--- src/rtl/uart_pkg.sv ---
// Shared UART definitions: frame state encoding, frame length and baud divisor helper.
package uart_pkg;

  typedef enum logic [1:0] {
    IDLE  = 2'd0,
    START = 2'd1,
    DATA  = 2'd2,
    STOP  = 2'd3
  } uart_state_e;

  localparam int FRAME_BITS = 10;

  function automatic int clks_per_bit(input int clk_freq, input int baud_rate);
    return clk_freq / baud_rate;
  endfunction

endpackage

--- src/rtl/uart_sync_fifo.sv ---
// Single-clock FIFO with show-ahead read data; push when full and pop when empty are ignored.
module uart_sync_fifo #(
  parameter int WIDTH = 8,
  parameter int DEPTH = 16
) (
  input  logic                     clk,
  input  logic                     rst,
  input  logic                     push_i,
  input  logic [WIDTH-1:0]         wdata_i,
  input  logic                     pop_i,
  output logic [WIDTH-1:0]         rdata_o,
  output logic                     full_o,
  output logic                     empty_o,
  output logic [$clog2(DEPTH):0]   count_o
);

  localparam int AW = $clog2(DEPTH);

  logic [WIDTH-1:0] mem_q [DEPTH];
  logic [AW-1:0]    wr_ptr_q, rd_ptr_q;
  logic [AW:0]      count_q;
  logic             do_push, do_pop;

  assign full_o  = (count_q == (AW+1)'(DEPTH));
  assign empty_o = (count_q == '0);
  assign count_o = count_q;
  assign rdata_o = mem_q[rd_ptr_q];

  assign do_push = push_i && !full_o;
  assign do_pop  = pop_i && !empty_o;

  // Pointers are exactly AW bits wide, so they wrap modulo DEPTH on their own.
  always_ff @(posedge clk) begin
    if (rst) begin
      wr_ptr_q <= '0;
      rd_ptr_q <= '0;
      count_q  <= '0;
    end else begin
      if (do_push) wr_ptr_q <= wr_ptr_q + AW'(1);
      if (do_pop)  rd_ptr_q <= rd_ptr_q + AW'(1);
      case ({do_push, do_pop})
        2'b10:   count_q <= count_q + (AW+1)'(1);
        2'b01:   count_q <= count_q - (AW+1)'(1);
        default: count_q <= count_q;
      endcase
    end
  end

  always_ff @(posedge clk) begin
    if (do_push) mem_q[wr_ptr_q] <= wdata_i;
  end

endmodule

--- src/rtl/uart_tx_fifo_top.sv ---
// Buffered 8N1 UART transmitter: byte FIFO feeding an LSB-first serialiser.
//
//   state | meaning
//   IDLE  | line high, waiting for the FIFO to hold a byte
//   START | start bit (low) for one bit period
//   DATA  | eight data bits, LSB first
//   STOP  | stop bit (high); chains straight into START if more data is queued
module uart_tx_fifo_top
  import uart_pkg::*;
#(
  parameter int CLK_FREQ   = 100_000_000,
  parameter int BAUD_RATE  = 9600,
  parameter int FIFO_DEPTH = 16
) (
  input  logic                          clk,
  input  logic                          rst,
  input  logic [7:0]                    tx_data,
  input  logic                          tx_valid,
  output logic                          tx_ready,
  output logic                          tx,
  output logic                          busy,
  output logic [$clog2(FIFO_DEPTH):0]   fifo_count
);

  localparam int CPB = clks_per_bit(CLK_FREQ, BAUD_RATE);
  localparam int CW  = $clog2(CPB) + 1;

  uart_state_e   state_q, state_d;
  logic [CW-1:0] cnt_q, cnt_d;
  logic [2:0]    bit_q, bit_d;
  logic [7:0]    shift_q, shift_d;
  logic          tx_q, tx_d;
  logic          pop;
  logic          bit_end;
  logic [7:0]    fifo_rdata;
  logic          fifo_full, fifo_empty;

  uart_sync_fifo #(
    .WIDTH (8),
    .DEPTH (FIFO_DEPTH)
  ) u_fifo (
    .clk     (clk),
    .rst     (rst),
    .push_i  (tx_valid && tx_ready),
    .wdata_i (tx_data),
    .pop_i   (pop),
    .rdata_o (fifo_rdata),
    .full_o  (fifo_full),
    .empty_o (fifo_empty),
    .count_o (fifo_count)
  );

  assign tx_ready = !fifo_full;
  assign busy     = (state_q != IDLE) || !fifo_empty;
  assign tx       = tx_q;
  assign bit_end  = (cnt_q == CW'(CPB - 1));

  always_comb begin
    state_d = state_q;
    cnt_d   = cnt_q;
    bit_d   = bit_q;
    shift_d = shift_q;
    tx_d    = tx_q;
    pop     = 1'b0;

    // Per-bit period counter restarts at every boundary, so no drift accumulates.
    if (state_q != IDLE) cnt_d = bit_end ? '0 : cnt_q + CW'(1);

    case (state_q)
      IDLE: begin
        tx_d  = 1'b1;
        cnt_d = '0;
        if (!fifo_empty) begin
          pop     = 1'b1;
          shift_d = fifo_rdata;
          bit_d   = '0;
          tx_d    = 1'b0;
          state_d = START;
        end
      end
      START: begin
        if (bit_end) begin
          tx_d    = shift_q[0];
          state_d = DATA;
        end
      end
      DATA: begin
        if (bit_end) begin
          if (bit_q == 3'd7) begin
            tx_d    = 1'b1;
            state_d = STOP;
          end else begin
            shift_d = shift_q >> 1;
            tx_d    = shift_q[1];
            bit_d   = bit_q + 3'd1;
          end
        end
      end
      STOP: begin
        if (bit_end) begin
          if (!fifo_empty) begin
            pop     = 1'b1;
            shift_d = fifo_rdata;
            bit_d   = '0;
            tx_d    = 1'b0;
            state_d = START;
          end else begin
            state_d = IDLE;
          end
        end
      end
      default: state_d = IDLE;
    endcase
  end

  always_ff @(posedge clk) begin
    if (rst) begin
      state_q <= IDLE;
      cnt_q   <= '0;
      bit_q   <= '0;
      shift_q <= '0;
      tx_q    <= 1'b1;
    end else begin
      state_q <= state_d;
      cnt_q   <= cnt_d;
      bit_q   <= bit_d;
      shift_q <= shift_d;
      tx_q    <= tx_d;
    end
  end

endmodule

--- config.mk ---
export PLATFORM = sky130hd
export DESIGN_NAME = uart_tx_fifo_top
export DESIGN_NICKNAME = d
export VERILOG_FILES = /design/src/rtl/uart_pkg.sv /design/src/rtl/uart_sync_fifo.sv /design/src/rtl/uart_tx_fifo_top.sv
export SDC_FILE = /design/constraint.sdc
export NUM_CORES = 1
export LEC_CHECK = 0
export ABC_AREA = 1
export BUFFER_PORTS_ARGS = -buffer_cell sky130_fd_sc_hd__buf_2
export CORE_MARGIN = 3
export CORE_UTILIZATION = 62
export DETAILED_ROUTE_END_ITERATION = 12
export PLACE_DENSITY = 0.79
export SYNTH_ARGS = -nofsm -noshare
export SYNTH_HDL_FRONTEND = slang
export SYNTH_HIERARCHICAL = 1
export SYNTH_SLANG_ARGS = --single-unit
--- constraint.sdc ---
create_clock -name clk -period 2.9 [get_ports clk]
set_clock_uncertainty 0.1 [all_clocks]
set_input_delay 0.58 -clock clk [delete_from_list [all_inputs] [get_ports clk]]
set_output_delay 0.58 -clock clk [all_outputs]
set_load 0.01 [all_outputs]
; Yosys cells after proc, flatten, opt, wreduce, memory -nomap -nowiden
; Memory sizes are Yosys's and may differ from the RTL's. A register that Yosys moved wholly into a read port is not among the register bits.
; Cells that the tools add are included.
[classes]
muxes = 33
mul = 0
n_eq_ne = 15
magnitude_cmp = 0
div = 0
n_addsub = 6
shift = 0
n_reduce_logical = 15
bitwise_logic = 0
[ops]
columns = cell, n
row1 = $mux W8, 4
row2 = $pmux W8 S3, 1
row3 = $add A15 B1 Y15 const B, 1
row4 = $eq A15 B14 Y1 const B, 1
row5 = $mux W15, 1
row6 = $ne A2 B2 Y1 const B, 7
row7 = $mux W3, 4
row8 = $mux W1, 11
row9 = $mux W2, 5
row10 = $pmux W5 S2, 1
row11 = $pmux W3 S3, 1
row12 = $add A4 B1 Y4 const B, 2
row13 = $mux W4, 2
row14 = $pmux W2 S4, 1
row15 = $reduce_and A4 Y1, 2
row16 = $eq A2 B2 Y1 const B, 3
row17 = $add A5 B1 Y5 const B, 1
row18 = $eq A5 B5 Y1 const B, 1
row19 = $logic_not A5 Y1, 1
row20 = $reduce_and A5 Y1, 1
row21 = $sub A5 B1 Y5 const B, 1
row22 = $eq A2 B1 Y1 const B, 2
row23 = $pmux W1 S4, 1
row24 = $reduce_bool A2 Y1, 2
row25 = other kinds (9), 12
[word_totals]
rom_bits = 0
ff_bits = 42
output_inout_bits = 8
word_cells = 78
latchBits = 0
ramBits = 128
n_memories = 1
[memory_table]
columns = name, depth, width, rd, rd_ports_with_merged_regs, wr, line
row1 = u_fifo.mem_q, 16, 8, 1, 1, 1, uart_sync_fifo.sv:19  ; logic [WIDTH-1:0] mem_q [DEPTH];

; Logic depth before layout (Yosys ltp)
; Gate-level depths: netlist of the first run.
[depth]
word_depth = 7
ltp_mapped = 21
mapped_depth_nobuf = 21

; Cells and area by module
; Netlist of the first run, hierarchy kept.
[by_module_without_submodules]
columns = mod, cells_each, instances, area_each_um2
row1 = uart_sync_fifo, 478, 1, 6147.1
row2 = uart_tx_fifo_top, 240, 1, 1696.6

; Worst setup path after synthesis of the first run
; Ideal clock, no wire load.
[synth_path]
path_type = reg2reg
start = register state_q[0]
end = register u_fifo.count_q[4] (netlist: u_fifo/count_o[4])
t_arrival_ns = 2.269
n_path_buf = 0
setup_slack_ns = 0.422
setup_time_ns = 0.109
path_stages_with_launch = 18
required_ns = 2.691
path_cell_list = dfxtp_1 inv_1 ha_1 inv_2 a21oi_2 and3_1 nand2_4 inv_6 ha_1 xor2_1 ha_1 inv_1 nand2_2 nand2_2 nand3_1 nand3_1 nand2_1 inv_1
[synth_via]
elab_chain_len = 5
word_cells_on_any_way = 8
classes_between = eq/ne: 3 / mux: 2 / reduce/logical: 3
[synth_lines]
columns = element, line
row1 = start: declaration, uart_tx_fifo_top.sv:28  ; uart_state_e state_q, state_d;
row2 = start signal: assignment, uart_tx_fifo_top.sv:124  ; state_q <= state_d;
row3 = $eq A2 B2 Y1 or $logic_not A2 Y1 (tied branches), uart_tx_fifo_top.sv:69  ; case (state_q)
row4 = $pmux W1 S2 (*), uart_tx_fifo_top.sv:69
row5 = via pop, uart_tx_fifo_top.sv:33  ; logic pop;
row6 = $logic_and A1 B1 Y1 (*), uart_sync_fifo.sv:30  ; assign do_pop = pop_i && !empty_o;
row7 = via u_fifo.do_pop, uart_sync_fifo.sv:22  ; logic do_push, do_pop;
row8 = $eq A2 B1 Y1 or $eq A2 B2 Y1 (tied branches), uart_sync_fifo.sv:41  ; case ({do_push, do_pop})
row9 = $pmux W5 S2 or $reduce_bool A2 Y1 (tied branches), n/a
row10 = end signal: assignment, uart_sync_fifo.sv:42  ; 2'b10: count_q <= count_q + (AW+1)'(1);
row11 = end signal: assignment, uart_sync_fifo.sv:43  ; 2'b01: count_q <= count_q - (AW+1)'(1);
row12 = end signal: assignment, uart_sync_fifo.sv:44  ; default: count_q <= count_q;
row13 = end: declaration, uart_sync_fifo.sv:21  ; logic [AW:0] count_q;
; The timed path passes the listed nets; every way through them passes the cells marked *.
; A chain may end at the register's enable or synchronous reset.

; Final worst setup path of the first run
; Ends and elaborated chain as after synthesis.

==> run summary, run 1 <==
status -> complete, no violations
number of vias per cell -> 5.85
CP Buf/Inv Count -> 5
Max-Cap Viols -> 0
top-area cell type share of the netlist area -> 0.490
final cell count without fillers -> 930
drt initial violations -> 568
area of the multi-input gates -> 0.00260 mm^2
cell count after synthesis -> 718
EDFF count, synth -> 128
n_diodes -> 0
Power per Cell Area -> 918 mW/mm^2
CTS Buffer Depth -> 2
Critical Path, Cell by Cell -> inv_1 > ha_1 > inv_2 > a21oi_2 > and3_4 > nand2_4 > inv_6 > ha_4 > xor2_1 > ha_1 > inv_1 > nand2_2 > nand2_2 > nand3_1 > nand3_1 > nand2_1 > inv_1
Seq/Total Area, Yosys -> 0.607
All-Layer GR Usage -> 0.245
first-pass GRT wire length -> 26.8 mm
RR Startpoint -> state_q[0]
max incr delay on CP -> 0.35 ns
Die Ht -> 118 um
Most common cell on crit path -> inv_1
CTS tree -> done
Tmin final -> 2.72 ns
Tightest Pin Transition -> 0.681 ns
Reg clk slew, reported paths -> 0.07 ns
floorplan die width -> 118 um
DP Area -> 0.00816 mm^2
CP startpoint kind -> register
Crit Path Max Fanout -> 7
synth top area cells -> edfxtp_1, dfxtp_1, mux2i_1
worst endpoint required time -> 3.12 ns
cell area after layout -> 0.00878 mm^2
I/O pin cnt -> 19
DRC Markers -> 0
Arr. time, crit path -> 2.95 ns
VDD IR max -> 0.566 mV
Max Slew Vio Count -> 0
Rows -> 40
clock root buffer -> clkbuf_16
area grow syn2layout -> 12.0%
endpoints failing hold -> 0
total clock sinks -> 174
Mean Syn Cell Area -> 10.9 um^2
Synth Cell Area -> 0.00784 mm^2
Setup Fix Bufs, Post-CTS -> 0
smallest hold slack -> 0.362 ns
RePlAce Congestion -> 0.893
DIE AREA -> 0.0140 mm^2
PortBufs -> 18
crit path kind -> register to register
Setup TNS -> 0 ns
placed wire-length estimate -> 10.8 mm
fillers -> 853
fin crit share -> 0.938
post-synthesis net count -> 745
Synth Register Bits -> 174
share of cells above drive strength 1 -> 0.147
Nets -> 776
Final ANT Viol Nets -> 0
P_leak -> 3.24 nW
Tot Pwr -> 8.06 mW
clk_lat worst skew -> 0.43 ns
Cells after DPL -> 898
dominant cell type by area after synthesis -> edfxtp_1
slowest stage cell, crit path -> dfxtp_1
vias in the first global route -> 5333
Post-synth ARST share -> 0
router iterations before antenna repair -> 5
DR vias -> 5436
hold wc startpoint -> cnt_q[0]
cell family with most CP delay -> simple AND/OR/NAND/NOR gates
H-Tree Depth -> 4
count of unique library cells instantiated by Yosys -> 42
Core Region -> 0.0122 mm^2
initial antenna violation count -> 0
CTS Buf Count -> 17
worst hold-check path type -> register to register
yosys warns -> 6
relative slew slack -> 0.544
WL final -> 16.6 mm
final setup fails -> 0
Crit. Startpoint -> state_q[0]
Starting Density -> 0.642
routed len/inst -> 17.8 um
FF/Latch Area -> 0.00477 mm^2
dominant synthesized flop cell -> edfxtp_1
Max Freq -> 368 MHz
gr ovfl total -> 0
largest net degree at the start of global routing -> 55
Critical Path Sink Type -> register
-- logic make-up after synthesis --
group,after synthesis,share of synthesized area
adders and majority gates,16,0.0255
xor gates and xnor gates,8,0.00989
buffers and inverters,113,0.0628
AOI/OAI and AO/OA,141,0.107
muxes,39,0.0498
and+or+nand+nor,227,0.137
DFF,174,0.607
-- cell usage in the layout (no fill, tap or decap), types with 2 or more instances in the layout --
cell type  instances
a211oi_1           3
a21oi_1           52
a21oi_2            3
buf_2             18
buf_4             23
bufinv_16          2
clkbuf_16         17
clkinv_4           3
dfxtp_1           45
edfxtp_1         128
ha_1              15
inv_1             78
inv_2              4
inv_6              7
mux2i_1           39
nand2_1           71
nand2_2            5
nand2_4            5
nand3_1           35
nand3_2            4
nand4_1            5
nor2_1            69
nor2_2             6
nor3_1             9
nor3b_1           10
nor4_1             2
o211ai_1          32
o21ai_0           44
o21ai_1            3
or2_2              2
xnor2_1            2
xor2_1             5
-- worst reg2reg max path: cells and delay by family (launching register included) --
kind                       cells  cell delay [ns]
xor gates and xnor gates       1             0.23
adders and majority gates      3             0.65
buffers and inverters          5             0.43
and+or+nand+nor                7             0.70
DFF                            1             0.35
AOI/OAI and AO/OA              1             0.18
-- path summary, 6_finish.rpt --
kind | slack, ns | cells past startpoint | to
setup / recovery | 0.18 | 17 | u_fifo/count_o[4]
hold / removal | 0.36 | 1 | cnt_q[0]
setup reg to reg | 0.18 | 17 | u_fifo/count_o[4]
hold reg to reg | 0.36 | 1 | cnt_q[0]
-- layout make-up --
type / count / share of cell area
multi-input combinational: 431 / 0.296
clock buffer: 17 / 0.0484
timing repair buffer: 42 / 0.0322
inverter: 83 / 0.0360
tap: 168 / 0.0239
clock inverter: 15 / 0.0199
sequential: 174 / 0.543
-- through the flow --
step	utilization	worst slack (ns)
6_report	0.719	0.179
5_1_grt	0.719	-0.0419
4_1_cts	0.718	0.110
3_5_place_dp	0.669	0.139
3_3_place_gp	0.669	0.281
2_1_floorplan	-	0.422
-- cell usage after synthesis, types with 2 or more instances --
cell type  instances
dfxtp_1           46
xor2_1             5
nand2_2            5
buf_1              3
nor4_1             2
nand3_1           35
edfxtp_1         128
nand3_2            4
nor2_1            69
nand4_1            5
xnor2_1            2
nand2_1           71
inv_2              4
a21oi_2            3
or2_2              2
clkbuf_1          13
inv_1             78
buf_6              5
nor3b_1           10
nor3_1             9
o21ai_1            3
mux2i_1           39
o21ai_0           44
buf_2              6
nand2_4            5
a211oi_1           3
a21oi_1           52
o211ai_1          32
nor2_2             6
ha_1              16
buf_4              2
-- metal layers --
metal / GRT usage / part of all wire / vias up
met4: 0.0768 / 0.020 / 0
met3: 0.0593 / 0.064 / 40
met2: 0.403 / 0.50 / 194
li1: - / - / 2563
met5: 0 / 0 / -
met1: 0.325 / 0.42 / 2639
-- repair_timing --
item | in CTS | in global routing
hold buffers | 0 | 0
resized for setup | 0 | 3
endpoints found under the setup margin | 0 | 3
-- flip-flops by register name, summed over array words and instances, names as in the netlist, named ones only --
name / flops
u_fifo/mem_q: 128
bit_q: 3
cnt_q: 15
state_q: 2
u_fifo/count_o: 5
u_fifo/rd_ptr_q: 4
shift_q: 8
u_fifo/wr_ptr_q: 4
tx: 1
-- power by group --
part           internal (mW)  total [mW]  switching, mW
Combinational          0.991        2.64           1.65
Sequential              2.88        3.14          0.258
Clock                   1.30        2.29          0.989
(Power assumes the default switching activity.)
==> run 2: changes to the inputs <==
SYNTH_HIERARCHICAL = default   (was 1)
==> run 2 against run 1 <==
Against the previous run:
- combinational power is 21% lower
- synthesized cell count is 6.8% higher
- global-route usage is 1.4 points higher
- highest routed layer unchanged
==> run summary, run 2 <==
initial antenna violation count -> 0
final setup fails -> 0
relative slew slack -> 0.399
synth top area cells -> edfxtp_1, dfxtp_1, nor2_1
Sw Share -> 0.329
clock root buffer -> clkbuf_16
EDFF count, synth -> 128
clock share of power -> 0.330
Power per Cell Area -> 879 mW/mm^2
count of unique library cells instantiated by Yosys -> 33
DIE AREA -> 0.0137 mm^2
n_diodes -> 0
Seq/Total Area, Yosys -> 0.624
Max Slew Vio Count -> 0
Critical Path Sink Type -> register
FF/Latch Area -> 0.00477 mm^2
Reg clk slew, reported paths -> 0.06 ns
Final ANT Viol Nets -> 0
Setup Fix Bufs, Post-CTS -> 0
Die Ht -> 117 um
Crit. Startpoint -> state_q[1]
share of cells above drive strength 1 -> 0.124
DRC Markers -> 0
status -> complete, no violations
PortBufs -> 18
drt initial violations -> 588
most flop-heavy register -> u_fifo.mem_q
dominant synthesized flop cell -> edfxtp_1
Largest regs -> u_fifo.mem_q (128), cnt_q (15), shift_q (8)
gr ovfl total -> 0
fillers -> 793
worst setup margin -> 0.268 ns
DR vias -> 5453
RR Startpoint -> state_q[1]
Synth Cell Area -> 0.00764 mm^2
area of the multi-input gates -> 0.00252 mm^2
routed len/inst -> 17.2 um
RePlAce Congestion -> 0.889
Tmin final -> 2.63 ns
commonest non-fill, non-tap cell in the layout -> nor2_1
Rows -> 39
Starting Density -> 0.652
CP startpoint kind -> register
unrepaired setup endpoints after global routing -> false
first-pass GRT wire length -> 26.5 mm
Setup TNS -> 0 ns
H-Tree Depth -> 4
worst endpoint required time -> 3.16 ns
router iterations before antenna repair -> 6
hold wc startpoint -> cnt_q[0]
top-count cell post-synth -> nor2_1
sequential share of power -> 0.392
CTS tree -> done
hold_buf cts -> 0
vias in the first global route -> 5245
total clock sinks -> 174
internal power component -> 5.02 mW
I/O pin cnt -> 19
placed wire-length estimate -> 10.2 mm
largest net degree at the start of global routing -> 53
CTS Buf Count -> 17
Tightest Pin Transition -> 0.900 ns
Net Sw Power -> 2.46 mW
All-Layer GR Usage -> 0.259
post-synthesis net count -> 794
VDD IR max -> 0.803 mV
dominant cell type by area after synthesis -> edfxtp_1
Core Region -> 0.0117 mm^2
fin crit share -> 0.907
Logic pwr share -> 0.279
clk_lat worst skew -> 0.43 ns
endpoints failing hold -> 0
Post-synth ARST share -> 0
P_leak -> 3.18 nW
number of vias per cell -> 5.79
top post-synthesis cells by count -> nor2_1, edfxtp_1, nand2_1
CTS Buffer Depth -> 2
Placement Setup Slack -> 0.182 ns
Max Freq -> 380 MHz
floorplan die width -> 117 um
area grow syn2layout -> 11.5%
Tot Pwr -> 7.48 mW
top-area cell type share of the netlist area -> 0.503
crit path kind -> register to register
yosys warns -> 0
Crit Path Max Fanout -> 7
Arr. time, crit path -> 2.89 ns
number of flip-flops in the largest register -> 128
Nets -> 812
worst hold-check path type -> register to register
leading cell types in the layout, fill and taps excluded -> nor2_1, edfxtp_1, nand2_1
Synth Register Bits -> 174
WL final -> 16.2 mm
Mean Syn Cell Area -> 9.96 um^2
Max-Cap Viols -> 0
cell count after synthesis -> 767
==> run 2: stage by stage <==
stage | cell area, um^2 | hold WS [ns] | util | cells
2_1_floorplan | 7640 | 0.330 | - | 767
3_3_place_gp | 7850 | 0.344 | 0.670 | 909
3_5_place_dp | 7850 | 0.356 | 0.670 | 909
4_1_cts | 8490 | 0.367 | 0.725 | 941
5_1_grt | 8520 | 0.379 | 0.727 | 941
6_report | 8520 | 0.363 | 0.727 | 941
==> run 2: per-layer routing <==
layer / part of all wire / vias up / GRT usage
met4: 0.028 / 0 / 0.122
li1: - / 2649 / -
met1: 0.44 / 2556 / 0.358
met2: 0.46 / 214 / 0.395
met5: 0 / - / 0
met3: 0.067 / 34 / 0.0560
==> run 2: area by class of cell <==
class / instances / share of cell area
sequential: 174 / 0.560
timing repair buffer: 30 / 0.0212
multi-input combinational: 503 / 0.296
tap: 143 / 0.0210
clock inverter: 14 / 0.0251
clock buffer: 18 / 0.0504
inverter: 59 / 0.0260
==> run 2: kinds of logic (layout without fill, tap and decap cells) <==
logic type	Yosys count	count (layout)	share of synthesized area
xor+xnor	10	10	0.0115
buf+inv	90	121	0.0483
simple gates	359	359	0.205
flops	174	174	0.624
compound gates	118	118	0.0857
fa+ha+maj	16	16	0.0262
==> run 2: power by group through the flow <==
stage | combinational (mW) | sequential [mW] | clock (mW)
2_1_floorplan | 1.56 | 2.97 | 0
3_3_place_gp | 1.96 | 2.97 | 0
3_5_place_dp | 2.02 | 2.97 | 0
4_1_cts | 2.05 | 2.92 | 2.49
5_1_grt | 2.36 | 2.95 | 2.60
6_report | 2.09 | 2.93 | 2.47
==> run 2: worst paths after layout <==
kind	cells after the start	slack, ns	endpoint
max	15	0.27	u_fifo.count_o[4]
min reg2reg	1	0.36	cnt_q[0]
max reg2reg	15	0.27	u_fifo.count_o[4]
min	1	0.36	cnt_q[0]
==> run 2: what timing repair did <==
item,CTS,global route
setup endpoints to repair,0,2
gates resized for setup,0,11
endpoints found under the hold margin,0,0
==> run 2: critical path, cell delays in order, from the launching register on <==
cell and delay (ns):
dfxtp_2 0.34, inv_1 0.12, ha_2 0.29, or2_1 0.23, inv_2 0.07, nand3_4 0.10, inv_2 0.11, ha_2 0.21
xor2_2 0.16, ha_1 0.18, a21o_1 0.12, nand2_1 0.06, o21ai_1 0.15, xor2_1 0.16, nand2_1 0.06, a21oi_1 0.11
==> run 3: changes to the inputs <==
REMOVE_ABC_BUFFERS = 1   (was default)
==> run 3 against run 2 <==
Against the previous run:
- flip-flop and latch count did not move
- wire length rose by 5.2%
- clock-buffer cell count is 1 lower
- cell area unchanged
- maximum frequency shrank 2.4%
- utilization did not move
- die area unchanged
- first-iteration DRC count rose by 1.2%
- largest power group unchanged
==> run summary, run 3 (synthesized netlist as in run 2, its figures left out) <==
share of cells above drive strength 1 -> 0.124
Placement Setup Slack -> 0.0496 ns
first-pass GRT wire length -> 27.2 mm
Starting Density -> 0.652
worst setup margin -> 0.203 ns
router iterations before antenna repair -> 5
n_diodes -> 0
WL final -> 17.1 mm
unrepaired setup endpoints after global routing -> false
clock root buffer -> clkbuf_16
status -> complete, no violations
placed wire-length estimate -> 10.9 mm
most flop-heavy register -> u_fifo.mem_q
Sw Share -> 0.343
top layer in use -> met4
leading cell types in the layout, fill and taps excluded -> nor2_1, edfxtp_1, nand2_1
Reg clk slew, reported paths -> 0.07 ns
All-Layer GR Usage -> 0.265
DRT met1 WL -> 7.24 mm
Arr. time, crit path -> 2.96 ns
Tmin final -> 2.70 ns
sequential share of power -> 0.403
DR vias -> 5514
Crit. Startpoint -> state_q[1]
RR Startpoint -> state_q[1]
hold_buf cts -> 0
H-Tree Depth -> 4
number of flip-flops in the largest register -> 128
relative slew slack -> 0.382
VDD IR max -> 0.788 mV
PortBufs -> 18
Crit Path Max Fanout -> 7
CTS tree -> done
Logic pwr share -> 0.280
internal power component -> 4.86 mW
RePlAce Congestion -> 0.920
worst hold-check path type -> register to register
floorplan die width -> 117 um
vias in the first global route -> 5421
initial antenna violation count -> 0
Tightest Pin Transition -> 0.925 ns
Tot Pwr -> 7.40 mW
CTS Buf Count -> 17
final setup fails -> 0
Net Sw Power -> 2.54 mW
Largest regs -> u_fifo.mem_q (128), cnt_q (15), shift_q (8)
clock share of power -> 0.317
Max Slew Vio Count -> 0
Critical Path Sink Type -> register
clk_lat worst skew -> 0.43 ns
P_leak -> 3.19 nW
largest net degree at the start of global routing -> 54
worst endpoint required time -> 3.17 ns
gr ovfl total -> 0
commonest non-fill, non-tap cell in the layout -> nor2_1
met3 WL post-DR -> 1.17 mm
Max Freq -> 371 MHz
endpoints failing hold -> 0
I/O pin cnt -> 19
routed len/inst -> 18.1 um
area grow syn2layout -> 11.5%
CTS Buffer Depth -> 2
Final ANT Viol Nets -> 0
Nets -> 815
crit path kind -> register to register
DRC Markers -> 0
DIE AREA -> 0.0137 mm^2
Die Ht -> 117 um
Core Region -> 0.0117 mm^2
Max-Cap Viols -> 0
fin crit share -> 0.930
drt initial violations -> 595
Power per Cell Area -> 868 mW/mm^2
total clock sinks -> 174
number of vias per cell -> 5.84
CP startpoint kind -> register
met2 routed WL -> 8.34 mm
Rows -> 39
hold wc startpoint -> cnt_q[0]
==> run 3: changes by cell type in the layout (fill, tap and decap cells not counted), moves of 2 or more <==
cell / delta
bufinv_16: -2
dfxtp_2: -3
dfxtp_1: +3
buf_4: +2
==> run 3: path summary, 6_finish.rpt <==
kind | endpoint | slack, ns | depth (start not counted)
max | u_fifo.count_o[4] | 0.20 | 15
min | cnt_q[0] | 0.35 | 1
max reg2reg | u_fifo.count_o[4] | 0.20 | 15
min reg2reg | cnt_q[0] | 0.35 | 1
==> run 3: per-stage QoR <==
step                      std cells  hold slack, ns  utilization  TNS, ns  area, um^2
after floorplan                 736           0.330            -    -3.05        7490
after global placement          912           0.346        0.673        0        7890
after detailed placement        912           0.361        0.673        0        7890
after CTS                       944           0.371        0.725        0        8500
after global routing            944           0.365        0.727        0        8520
final                           944           0.349        0.727        0        8520
==> run 3: metal layers <==
| layer | vias to the layer above | global-route usage |
|---|---|---|
| met4 | 0 | 0.0841 |
| li1 | 2657 | - |
| met3 | 34 | 0.0653 |
| met2 | 229 | 0.434 |
| met1 | 2594 | 0.351 |
| met5 | - | 0 |
==> run 3: what timing repair did <==
action,CTS,global route
endpoints found under the setup margin,0,1
setup buffers,0,0
gates resized for setup,0,7
==> run 3: cell type report <==
cell class / instances / area (um^2)
Fill cell: 824 / 3190
Clock inverter: 15 / 184
Timing Repair Buffer: 33 / 215
Tap cell: 143 / 179
Multi-Input combinational cell: 503 / 2520
Clock buffer: 17 / 425
Inverter: 59 / 221
Sequential cell: 174 / 4770
==> run 3: critical path, stage by stage, from the launching register on <==
cell and delay, ns:
dfxtp_1 0.34, inv_1 0.14, ha_2 0.30, or2_1 0.23
inv_2 0.07, nand3_4 0.09, inv_2 0.13, ha_4 0.18
xor2_1 0.21, ha_1 0.18, a21o_1 0.12, nand2_1 0.05
o21ai_1 0.15, xor2_1 0.16, nand2_1 0.06, a21oi_1 0.11
==> run 3: power groups by stage <==
| stage | registers, mW | clock network, mW | logic (mW) |
|---|---|---|---|
| after floorplan | 3.07 | 0 | 1.32 |
| after global placement | 3.01 | 0 | 1.94 |
| after detailed placement | 3.03 | 0 | 2.01 |
| after CTS | 2.98 | 2.36 | 2.03 |
| after global routing | 3.00 | 2.46 | 2.31 |
| final | 2.98 | 2.35 | 2.07 |
